`config.mk`:
```
export PLATFORM = sky130hd
export DESIGN_NAME = mouse_cursor_tracker
export DESIGN_NICKNAME = d
export VERILOG_FILES = /design/src/rtl/mouse_pkg.sv /design/src/rtl/mouse_axis_limit.sv /design/src/rtl/mouse_cursor_tracker.sv
export SDC_FILE = /design/constraint.sdc
export NUM_CORES = 1
export LEC_CHECK = 0
export ABC_AREA = 0
export CORE_UTILIZATION = 61
export DETAILED_ROUTE_END_ITERATION = 6
export PLACE_DENSITY = 0.85
export SETUP_SLACK_MARGIN = 0.3
export SYNTH_ARGS = -nofsm -noshare
export SYNTH_HDL_FRONTEND = slang
export SYNTH_HIERARCHICAL = 1
export SYNTH_SLANG_ARGS = --single-unit
```
`constraint.sdc`:
```
create_clock -name clk -period 3.8 [get_ports clk]
set_input_delay 0.38 -clock clk [delete_from_list [all_inputs] [get_ports clk]]
set_output_delay 0.38 -clock clk [all_outputs]
set_load 0.1 [all_outputs]
```
`src/rtl/mouse_pkg.sv`:
```
// mouse_pkg: shared widths, FSM encoding and default display geometry
// for the PS/2 cursor tracker.
package mouse_pkg;
   localparam int DELTA_W    = 9;
   localparam int POS_W      = 10;
   localparam int SUM_W      = 12;
   localparam int H_MAX_DEF  = 639;
   localparam int V_MAX_DEF  = 479;
   localparam int X_INIT_DEF = 320;
   localparam int Y_INIT_DEF = 240;

   typedef enum logic [1:0] {S_IDLE, S_SUM, S_LIMIT} state_t;

   function automatic logic signed [SUM_W-1:0] sext(input logic [DELTA_W-1:0] d);
      return {{(SUM_W-DELTA_W){d[DELTA_W-1]}}, d};
   endfunction
endpackage

```
`src/rtl/mouse_axis_limit.sv`:
```
// mouse_axis_limit: folds one signed axis sum into [0, MAX].
// Clamps by default; wraps around the screen edge when MOUSE_WRAP_EN is defined.
module mouse_axis_limit
   import mouse_pkg::*;
#(
   parameter int MAX = H_MAX_DEF
) (
   input  logic signed [SUM_W-1:0] i_sum,
   output logic        [POS_W-1:0] o_pos
);
   localparam logic signed [SUM_W-1:0] L_MAX = SUM_W'(MAX);
`ifdef MOUSE_WRAP_EN
   // A single delta never exceeds MAX+1, so one correction lands in range.
   localparam logic signed [SUM_W-1:0] L_SPAN = SUM_W'(MAX + 1);
   always_comb
      o_pos = i_sum[SUM_W-1]  ? POS_W'(i_sum + L_SPAN) :
              (i_sum > L_MAX) ? POS_W'(i_sum - L_SPAN) : i_sum[POS_W-1:0];
`else
   always_comb
      o_pos = i_sum[SUM_W-1]  ? '0 :
              (i_sum > L_MAX) ? POS_W'(MAX) : i_sum[POS_W-1:0];
`endif
endmodule

```
`src/rtl/mouse_cursor_tracker.sv`:
```
// mouse_cursor_tracker: integrates PS/2 movement packets into a bounded cursor
// position with button press pulses. MOUSE_WRAP_EN selects wrap instead of clamp.
module mouse_cursor_tracker
   import mouse_pkg::*;
#(
   parameter int H_MAX  = H_MAX_DEF,
   parameter int V_MAX  = V_MAX_DEF,
   parameter int X_INIT = X_INIT_DEF,
   parameter int Y_INIT = Y_INIT_DEF
) (
   input  logic               clk,
   input  logic               reset,
   input  logic               mouse_done,
   input  logic [DELTA_W-1:0] xm,
   input  logic [DELTA_W-1:0] ym,
   input  logic [2:0]         button,
   output logic [POS_W-1:0]   x_pos,
   output logic [POS_W-1:0]   y_pos,
   output logic [2:0]         btn,
   output logic [2:0]         btn_press,
   output logic               pos_valid,
   output logic               overrun
);
   state_t                   r_state;
   logic [DELTA_W-1:0]       r_wx, r_wy, r_px, r_py;
   logic [2:0]               r_wb, r_pb;
   logic                     r_pend;
   logic signed [SUM_W-1:0]  r_nx, r_ny;
   logic [POS_W-1:0]         w_lx, w_ly;

   mouse_axis_limit #(.MAX(H_MAX)) u_lim_x (.i_sum(r_nx), .o_pos(w_lx));
   mouse_axis_limit #(.MAX(V_MAX)) u_lim_y (.i_sum(r_ny), .o_pos(w_ly));

   always_ff @(posedge clk or negedge reset) begin
      if (!reset) begin
         r_state   <= S_IDLE;
         r_wx      <= '0;
         r_wy      <= '0;
         r_wb      <= '0;
         r_px      <= '0;
         r_py      <= '0;
         r_pb      <= '0;
         r_pend    <= 1'b0;
         r_nx      <= '0;
         r_ny      <= '0;
         x_pos     <= POS_W'(X_INIT);
         y_pos     <= POS_W'(Y_INIT);
         btn       <= '0;
         btn_press <= '0;
         pos_valid <= 1'b0;
         overrun   <= 1'b0;
      end else begin
         pos_valid <= 1'b0;
         btn_press <= '0;
         case (r_state)
            S_IDLE: if (mouse_done) begin
               r_wx    <= xm;
               r_wy    <= ym;
               r_wb    <= button;
               r_state <= S_SUM;
            end
            S_SUM: begin
               r_nx    <= $signed({{(SUM_W-POS_W){1'b0}}, x_pos}) + sext(r_wx);
               r_ny    <= $signed({{(SUM_W-POS_W){1'b0}}, y_pos}) - sext(r_wy);
               r_state <= S_LIMIT;
               if (mouse_done) begin
                  r_px    <= xm;
                  r_py    <= ym;
                  r_pb    <= button;
                  r_pend  <= 1'b1;
                  overrun <= overrun | r_pend;
               end
            end
            S_LIMIT: begin
               x_pos     <= w_lx;
               y_pos     <= w_ly;
               btn       <= r_wb;
               btn_press <= r_wb & ~btn;
               pos_valid <= 1'b1;
               r_pend    <= 1'b0;
               // A packet arriving now supersedes the buffered one and goes straight to work.
               if (mouse_done || r_pend) begin
                  r_wx    <= mouse_done ? xm : r_px;
                  r_wy    <= mouse_done ? ym : r_py;
                  r_wb    <= mouse_done ? button : r_pb;
                  r_state <= S_SUM;
               end else
                  r_state <= S_IDLE;
               if (mouse_done && r_pend) overrun <= 1'b1;
            end
            default: r_state <= S_IDLE;
         endcase
      end
   end
endmodule

```
After elaboration in Yosys (flattened, before gate mapping)
Cells that the tools add are included.
Widths: inputs -> output; s select.
Word-level totals
  flip-flop bits (word level): 97
  bits in latches: 0
  RAM bits: 0
  bits in read-only memories: 0
  input bits: 24
  output and inout bits: 28
  logic and storage cells: 63
  memories: 0
Operators by class
  $add $sub $neg: 2
  $mul: 0
  div/mod/pow operators: 0
  $lt $le $gt $ge: 2
  eq/ne operators: 6
  shift-type cells: 0
  mux-type cells: 26
  bitwise operators: 3
  reductions and logical operators: 8
Operators with widths (count)
  $mux 9: 6
  $mux 10: 4
  $pmux 9 s2: 2
  $add 11x9->12: 1
  $gt 12x10->1 const B: 1
  $gt 12x11->1 const B: 1
  $mux 3: 4
  $sub 11x9->12: 1
  $ne 2x2->1 const B: 4
  $pmux 2 s3: 1
  $pmux 3 s2: 1
  $reduce_and 3->1: 2
  $mux 1: 5
  $pmux 1 s2: 2
  $reduce_bool 2->1: 2
  $and 3x3->3: 1
  $not 3->3: 1
  $eq 2x1->1 const B: 1
  $eq 2x2->1 const B: 1
  $logic_not 2->1: 1
  $mux 2: 1
  $reduce_and 2->1: 1
  $logic_and 1x1->1: 1
  $logic_or 1x1->1: 1
  $or 1x1->1: 1

Depth between registers and ports, before layout
Gate-level depths: netlist of run 1.
  depth after elaboration: 3
  mapped depth: 8

Modules after synthesis
Netlist of run 1, hierarchy kept.
By module, submodules not included
  mouse_cursor_tracker: times used 1, cells each 470, area each 4749.6 µm²
  mouse_axis_limit at u_lim_y: times used 1, cells each 24, area each 130.1 µm²
  mouse_axis_limit at u_lim_x: times used 1, cells each 22, area each 118.9 µm²

Worst setup path after synthesis of run 1
No wires, ideal clock.
  kind: reg2reg
  start point: register y_pos[0]
  end point: register r_ny[10]
  library setup time: 0.122 ns
  arrival: 2.324 ns
  setup slack: 1.354 ns
  cell stages (with the launch flop): 9
  period minus slack after synthesis: 2.446 ns
  cell sequence: dfrtp_1 inv_1 ha_1 fa_1 nand2b_1 a21oi_1 o211ai_1 mux2i_1 nand2_1
On the way
  cells in the longest elaborated chain, start to end: 1
Ends and longest elaborated chain
  from (decl): line mouse_cursor_tracker.sv:18  | output logic [POS_W-1:0] y_pos,
  from (signal assigned): line mouse_cursor_tracker.sv:47  | y_pos <= POS_W'(Y_INIT);
  from (signal assigned): line mouse_cursor_tracker.sv:76  | y_pos <= w_ly;
  $sub 11x9->12: line mouse_cursor_tracker.sv:64  | r_ny <= $signed({{(SUM_W-POS_W){1'b0}}, y_pos}) - sext(r_wy);
  to (signal assigned): line mouse_cursor_tracker.sv:64
  to (decl): line mouse_cursor_tracker.sv:28  | logic signed [SUM_W-1:0] r_nx, r_ny;
No other way between the ends.
A chain may end at the register's enable or synchronous reset.

Worst setup path after layout of run 1
  start point: register y_pos[5]
  end point: output port y_pos[5]
No word-level cell between the ends.

==> results of run 1 <==
-- worst register-to-register path, stage by stage (launching register included) --
cell and delay [ns]:
dfrtp_1 0.38, inv_1 0.08, ha_1 0.23, fa_1 0.41, nand2b_1 0.19, a21oi_1 0.31
o211ai_1 0.17, mux2i_1 0.17, nand2_1 0.06
-- per-stage QoR --
| step | std cells | utilization [%] | area, sq um | setup slack (ns) |
|---|---|---|---|---|
| 5_1_grt | 664 | 73.2 | 5720 | 1.32 |
| 4_1_cts | 664 | 73.2 | 5720 | 1.35 |
| 3_5_place_dp | 648 | 70.9 | 5530 | 1.68 |
| 6_report | 664 | 73.2 | 5720 | 1.36 |
| 2_1_floorplan | 516 | - | 5000 | 1.35 |
| 3_3_place_gp | 648 | 70.9 | 5530 | 1.72 |
-- registers in the layout (all words and copies together) (netlist names) --
register   count
r_px           9
pos_valid      1
overrun        1
btn_press      3
btn            3
r_pb           3
y_pos         10
r_pend         1
r_py           9
r_wy           9
r_state        2
r_nx          12
r_wx           9
x_pos         10
r_ny          12
r_wb           3
-- area by class of cell --
class                      count  area (sq um)  area share (%)
clock buffer                   9           124            2.17
clock inverter                 7          61.3            1.07
inverter                      22          82.6            1.44
multi-input combinational    371          2340            41.0
sequential                    97          2430            42.6
tap                          102           128            2.23
timing repair buffer          56           546            9.54
-- path summary, 6_finish.rpt --
kind	startpoint	end	slack (ns)	cells after the start
worst max register to register	y_pos[0]	r_ny[10]	1.70	8
min in group clk	btn[2]	btn_press[2]	0.47	1
worst min register to register	btn[2]	btn_press[2]	0.47	1
worst max-delay path	y_pos[5]	y_pos[5]	1.36	1
worst min-delay path	reset	r_wy[7]	0.14	1
max in group asynchronous	reset	r_py[1]	2.81	2
-- Yosys cell counts (2+ instances only) --
library cell	n
nand2_1	113
dfrtp_1	91
a21oi_1	26
o21ai_0	26
mux2i_1	23
ha_1	22
nor2_1	22
mux2_2	21
inv_1	20
o21ai_1	20
clkbuf_1	13
nand2b_1	11
nor3_1	11
xor2_1	10
a21o_1	6
buf_2	6
dfstp_2	6
o211ai_1	6
buf_4	5
a31oi_1	4
nand4_1	4
a211oi_1	3
and3_1	3
nand3_1	3
nor3b_1	3
xnor2_1	3
a22oi_1	2
a2bb2oi_1	2
and2_1	2
buf_6	2
fa_1	2
nand2_2	2
-- cells by family (layout without fill, tap and decap cells) --
family,after synthesis,count (layout),synth area share (%)
DFF,97,97,48.7
muxes,44,44,9.34
xor gates and xnor gates,13,13,2.28
buffers and inverters,48,94,4.43
and+or+nand+nor,181,181,15.9
other,1,1,0.0750
adders and majority gates,24,24,6.31
AOI/OAI and AO/OA,108,108,13.0
-- layer usage --
layer	global-route usage, %	wire, um	up-vias
li1	-	-	1841
met1	37.2	4650	1879
met2	45.7	5190	106
met3	4.27	538	18
met4	9.24	172	0
met5	0	0	-
==> metrics.md, run 1 <==
| Metric | Value |
|---|---|
| Top post-synthesis cells by area | dfrtp_1, nand2_1, ha_1 |
| CP delay by family, top | buffers and inverters |
| GRT Residual Overflow | 0 |
| Dpl hpwl | 7330 um |
| Setup TNS | 0 ns |
| Vias after detailed routing | 3844 |
| Register area share after synthesis | 48.7% |
| Most common cell after layout, fill and taps aside | nand2_1 |
| Crit. End Element | output port |
| Core ar. | between 7000 and 8000 sq um |
| Slew HR | between 30 and 40% |
| CTS tree | built |
| Worst skew pair latency | ~0.37 ns |
| Avg Cell Area, Syn | 9.69 sq um |
| Initial core utilization | 64.0% |
| Vias in the first global route | 3924 |
| Die area | 8560 sq um |
| Setup CP Type | flop to output port |
| CTS sink count | 97 |
| Outcome | complete, no violations |
| Number of flops mapped to enable cells by yosys | 0 |
| Synth area leader | dfrtp_1 |
| Final ANT Viol Nets | 0 |
| Distinct cells, synth | 55 |
| Hold Vio Cnt, Final | 0 |
| Unrepaired setup endpoints after global routing | false |
| Fill count | between 500 and 600 |
| Ys flop type | dfrtp_1 |
| Final number of setup-violating endpoints | 0 |
| CP Data Required Time | about 3.4 ns |
| Max-slew violations | 0 |
| Layout area overhead | 14.4% |
| Total track usage | between 20% and 30% |
| # DRC | 0 |
| I/O Pins | 52 |
| PortBufs | 51 |
| Hold Crit Class | primary input to asynchronous set/reset pin |
| Worst slew pin tran | 0.996 ns |
| Chip height | 92.5 um |
| Post-CTS sizing | 0 |
| CP peak stage delay | approximately 1.1 ns |
| Crit path cell chain | clkdlybuf4s50_1 |
| Commonest cells after routing, fill and taps aside | nand2_1, dfrtp_1, clkdlybuf4s50_1 |
| GPL Wtd Cong | around 0.85 |
| Global-route wire length before repair | 18400 um |
| Clock buffer depth | 2 |
| Cells after Synth | ~520 |
| Slowest cell on the critical path | clkdlybuf4s50_1 |
| Setup Buffers After CTS | 0 |
| Hold buffer count at CTS | 0 |
| Post-synth top area share | 45.6% |
| Num CTS Buffers | 9 |
| MaxCap Viol Count | 0 |
| Layout net count | 605 |
| Largest net degree at the start of global routing | 80 |
| Starting DRT DRC Count | ~350 |
| Synthesis warning total | 6 |
| CP Max Fanout | 3 |
| Antenna violations before repair | 0 |
| Period minus WS final | 2.44 ns |
| FP Rows | 32 |
| # H-tree levels | 3 |
| Via/cell ratio | a little under 6 |
| FMAX | 409 MHz |
| Clock root buffer | clkbuf_8 |
| Post-detailed-route wirelength per cell | 15.9 um |
| Share of cells above drive strength 1 | 10.5% |
| Drt pass-1 iters | 5 |
| Clock Skew | 0.0159 ns |
| Synthesized Nets | 564 |
| Yosys reg bits | 97 |
| Async set-reset flop share out of synthesis | 100% |
| WP data arrival | between 2 and 2.5 ns |
| Hold WS | between 0.1 and 0.15 ns |
| Synthesized cell area | around 5000 sq um |
| Tcrit/Tclk final | 64.3% |
| Ant. Diodes | 0 |
| CP startpoint kind | flop |
| Reg clk slew, reported paths | 0.11 ns |
| Die X | 92.5 um |
| WP buf/inv | 1 |
| Detailed Route WL | 10600 um |
Power of run 1 is left out: the tool's default activity adds up to more than one toggle a clock period on the data nets, which glitch-free logic cannot reach.
==> run 2: changes to the inputs <==
Settings changed: CORE_UTILIZATION 61 to 57, PLACE_DENSITY 0.85 to 0.8.
Clock period 3.8 ns to 2.4 ns, I/O delays scaled along.
==> metrics.md, run 2 (synthesized netlist as in run 1, its figures left out) <==
| Metric | Value |
|---|---|
| Die X | 95.6 um (+3.4%) |
| Vias after detailed routing | 3745 (-2.6%) |
| I/O Pins | 52 (unchanged) |
| Drt pass-1 iters | 4 (-1) |
| PortBufs | 51 (unchanged) |
| Detailed Route WL | 10200 um (-3.3%) |
| Share of cells above drive strength 1 | 18.7% (+8.2 points) |
| Ant. Diodes | 0 (unchanged) |
| Dpl hpwl | 7180 um (-2.1%) |
| Final worst setup slack | 0.395 ns (-0.961 ns) |
| FP Rows | 33 (+3.1%) |
| Die area | 9150 sq um (+6.9%) |
| Max-slew violations | 0 (unchanged) |
| Starting DRT DRC Count | 221 (-36%) |
| Post-detailed-route wirelength per cell | 15.2 um (-4.3%) |
| Slew HR | 65.7% (+32 points) |
| MaxCap Viol Count | 0 (unchanged) |
| Commonest cells after routing, fill and taps aside | nand2_1, dfrtp_1, buf_4 |
| Outcome | complete, no violations |
| Num CTS Buffers | 9 (unchanged) |
| # H-tree levels | 3 (unchanged) |
| Multi-input gate area | 2350 sq um (+0.53%) |
| Via/cell ratio | 5.58 (-3.6%) |
| Final ANT Viol Nets | 0 (unchanged) |
| Setup CP Type | flop to flop |
| Antenna violations before repair | 0 (unchanged) |
| CP Max Fanout | 3 (unchanged) |
| Unrepaired setup endpoints after global routing | false |
| Clock Skew | 0.0112 ns (-0.00471 ns) |
| FF+latch area | 2460 sq um (+1.1%) |
| Setup TNS | 0 ns (unchanged) |
| Total track usage | 24.6% (-3.0 points) |
| Layout net count | 609 (+0.66%) |
| CP startpoint kind | flop |
| Hold Vio Cnt, Final | 0 (unchanged) |
| Worst slew pin tran | 0.512 ns (-0.484 ns) |
| # DRC | 0 (unchanged) |
| CTS tree | built |
| Largest net degree at the start of global routing | 47 (-41%) |
| Vias in the first global route | 3548 (-9.6%) |
| Core ar. | 8340 sq um (+6.8%) |
| Crit. End Element | flop |
| Chip height | 95.6 um (+3.4%) |
| Largest regs | r_nx x12, r_ny x12 |
| WP data arrival | 2.23 ns (+0.17 ns) |
| Global-route wire length before repair | 16800 um (-8.4%) |
| Setup Buffers After CTS | 0 (unchanged) |
| GPL Wtd Cong | 0.864 (+1.3%) |
| Layout area overhead | 15.6% |
| GRT Residual Overflow | 0 (unchanged) |
| Tcrit/Tclk final | 83.6% |
| Clock buffer depth | 2 (unchanged) |
| Place WS | 0.321 ns (-1.36 ns) |
| Clock root buffer | clkbuf_8 |
| Fill count | 621 (+6.5%) |
| Cells on worst reg2reg path | 7 (-1) |
| Most common cell after layout, fill and taps aside | nand2_1 |
| Reg clk slew, reported paths | 0.09 ns (-0.02 ns) |
| Final Util | 69.3% (-3.9 points) |
| CTS sink count | 97 (unchanged) |
| FMAX | 499 MHz |
| Hold Crit Class | primary input to asynchronous set/reset pin |
| Final number of setup-violating endpoints | 0 (unchanged) |
| Period minus WS final | approximately 2 ns |
| CP Data Required Time | 2.63 ns (-0.79 ns) |
| Worst skew pair latency | 0.37 ns (about the same) |
| Initial core utilization | 59.9% (-4.1 points) |
[run 2: cell types whose count changed in the layout (fill, tap and decap cells not counted), moves of 3 or more]
cell	before	now
buf_12	0	3
buf_4	6	34
clkdlybuf4s50_1	50	22
clkinvlp_4	1	4
dfrtp_1	91	79
dfrtp_2	0	10
[run 2: cell type report]
class,instances,area share (%)
Tap cell,105,2.27
Timing Repair Buffer,60,9.44
Sequential cell,97,42.6
Inverter,22,1.43
Clock buffer,9,2.14
Clock inverter,7,1.39
Multi-Input combinational cell,371,40.7
[run 2: per-stage QoR]
stage               hold WS, ns  instances  cell area (sq um)
global placement          0.232        654               5560
CTS                       0.367        671               5770
detailed placement        0.228        654               5560
global route              0.408        671               5780
finish                    0.368        671               5780
floorplan               -0.0556        516               5030
[run 2: per-layer routing]
| metal | up-vias | part of all wire, % | global-route usage (%) |
|---|---|---|---|
| met2 | 81 | 47 | 39.8 |
| met5 | - | 0 | 0 |
| met1 | 1816 | 47 | 33.3 |
| li1 | 1840 | - | - |
| met4 | 0 | 1.3 | 7.59 |
| met3 | 8 | 4.4 | 5.02 |
[run 2: worst paths after layout]
path | from | end | slack [ns]
setup / recovery | x_pos[0] | r_nx[8] | 0.39
hold / removal | reset | r_py[5] | 0.37
setup reg to reg | x_pos[0] | r_nx[8] | 0.39
hold reg to reg | btn[2] | btn_press[2] | 0.48
max in group asynchronous | reset | x_pos[8] | 1.29
min in group clk | btn[2] | btn_press[2] | 0.48
[run 2: critical path, cell delays in order, from the launching register on]
cell and delay (ns):
dfrtp_4 0.50, ha_2 0.22, fa_2 0.36, a21oi_2 0.19, o211ai_1 0.12, a21oi_1 0.21
xor2_1 0.18, o21ai_0 0.10
[run 2: repair_timing]
action / in CTS / in global routing
endpoints found under the setup margin: 0 / 5
hold buffers: 1 / 0
endpoints found under the hold margin: 30 / 0
gates resized for setup: 0 / 3
Power of run 2 is left out for the same reason.
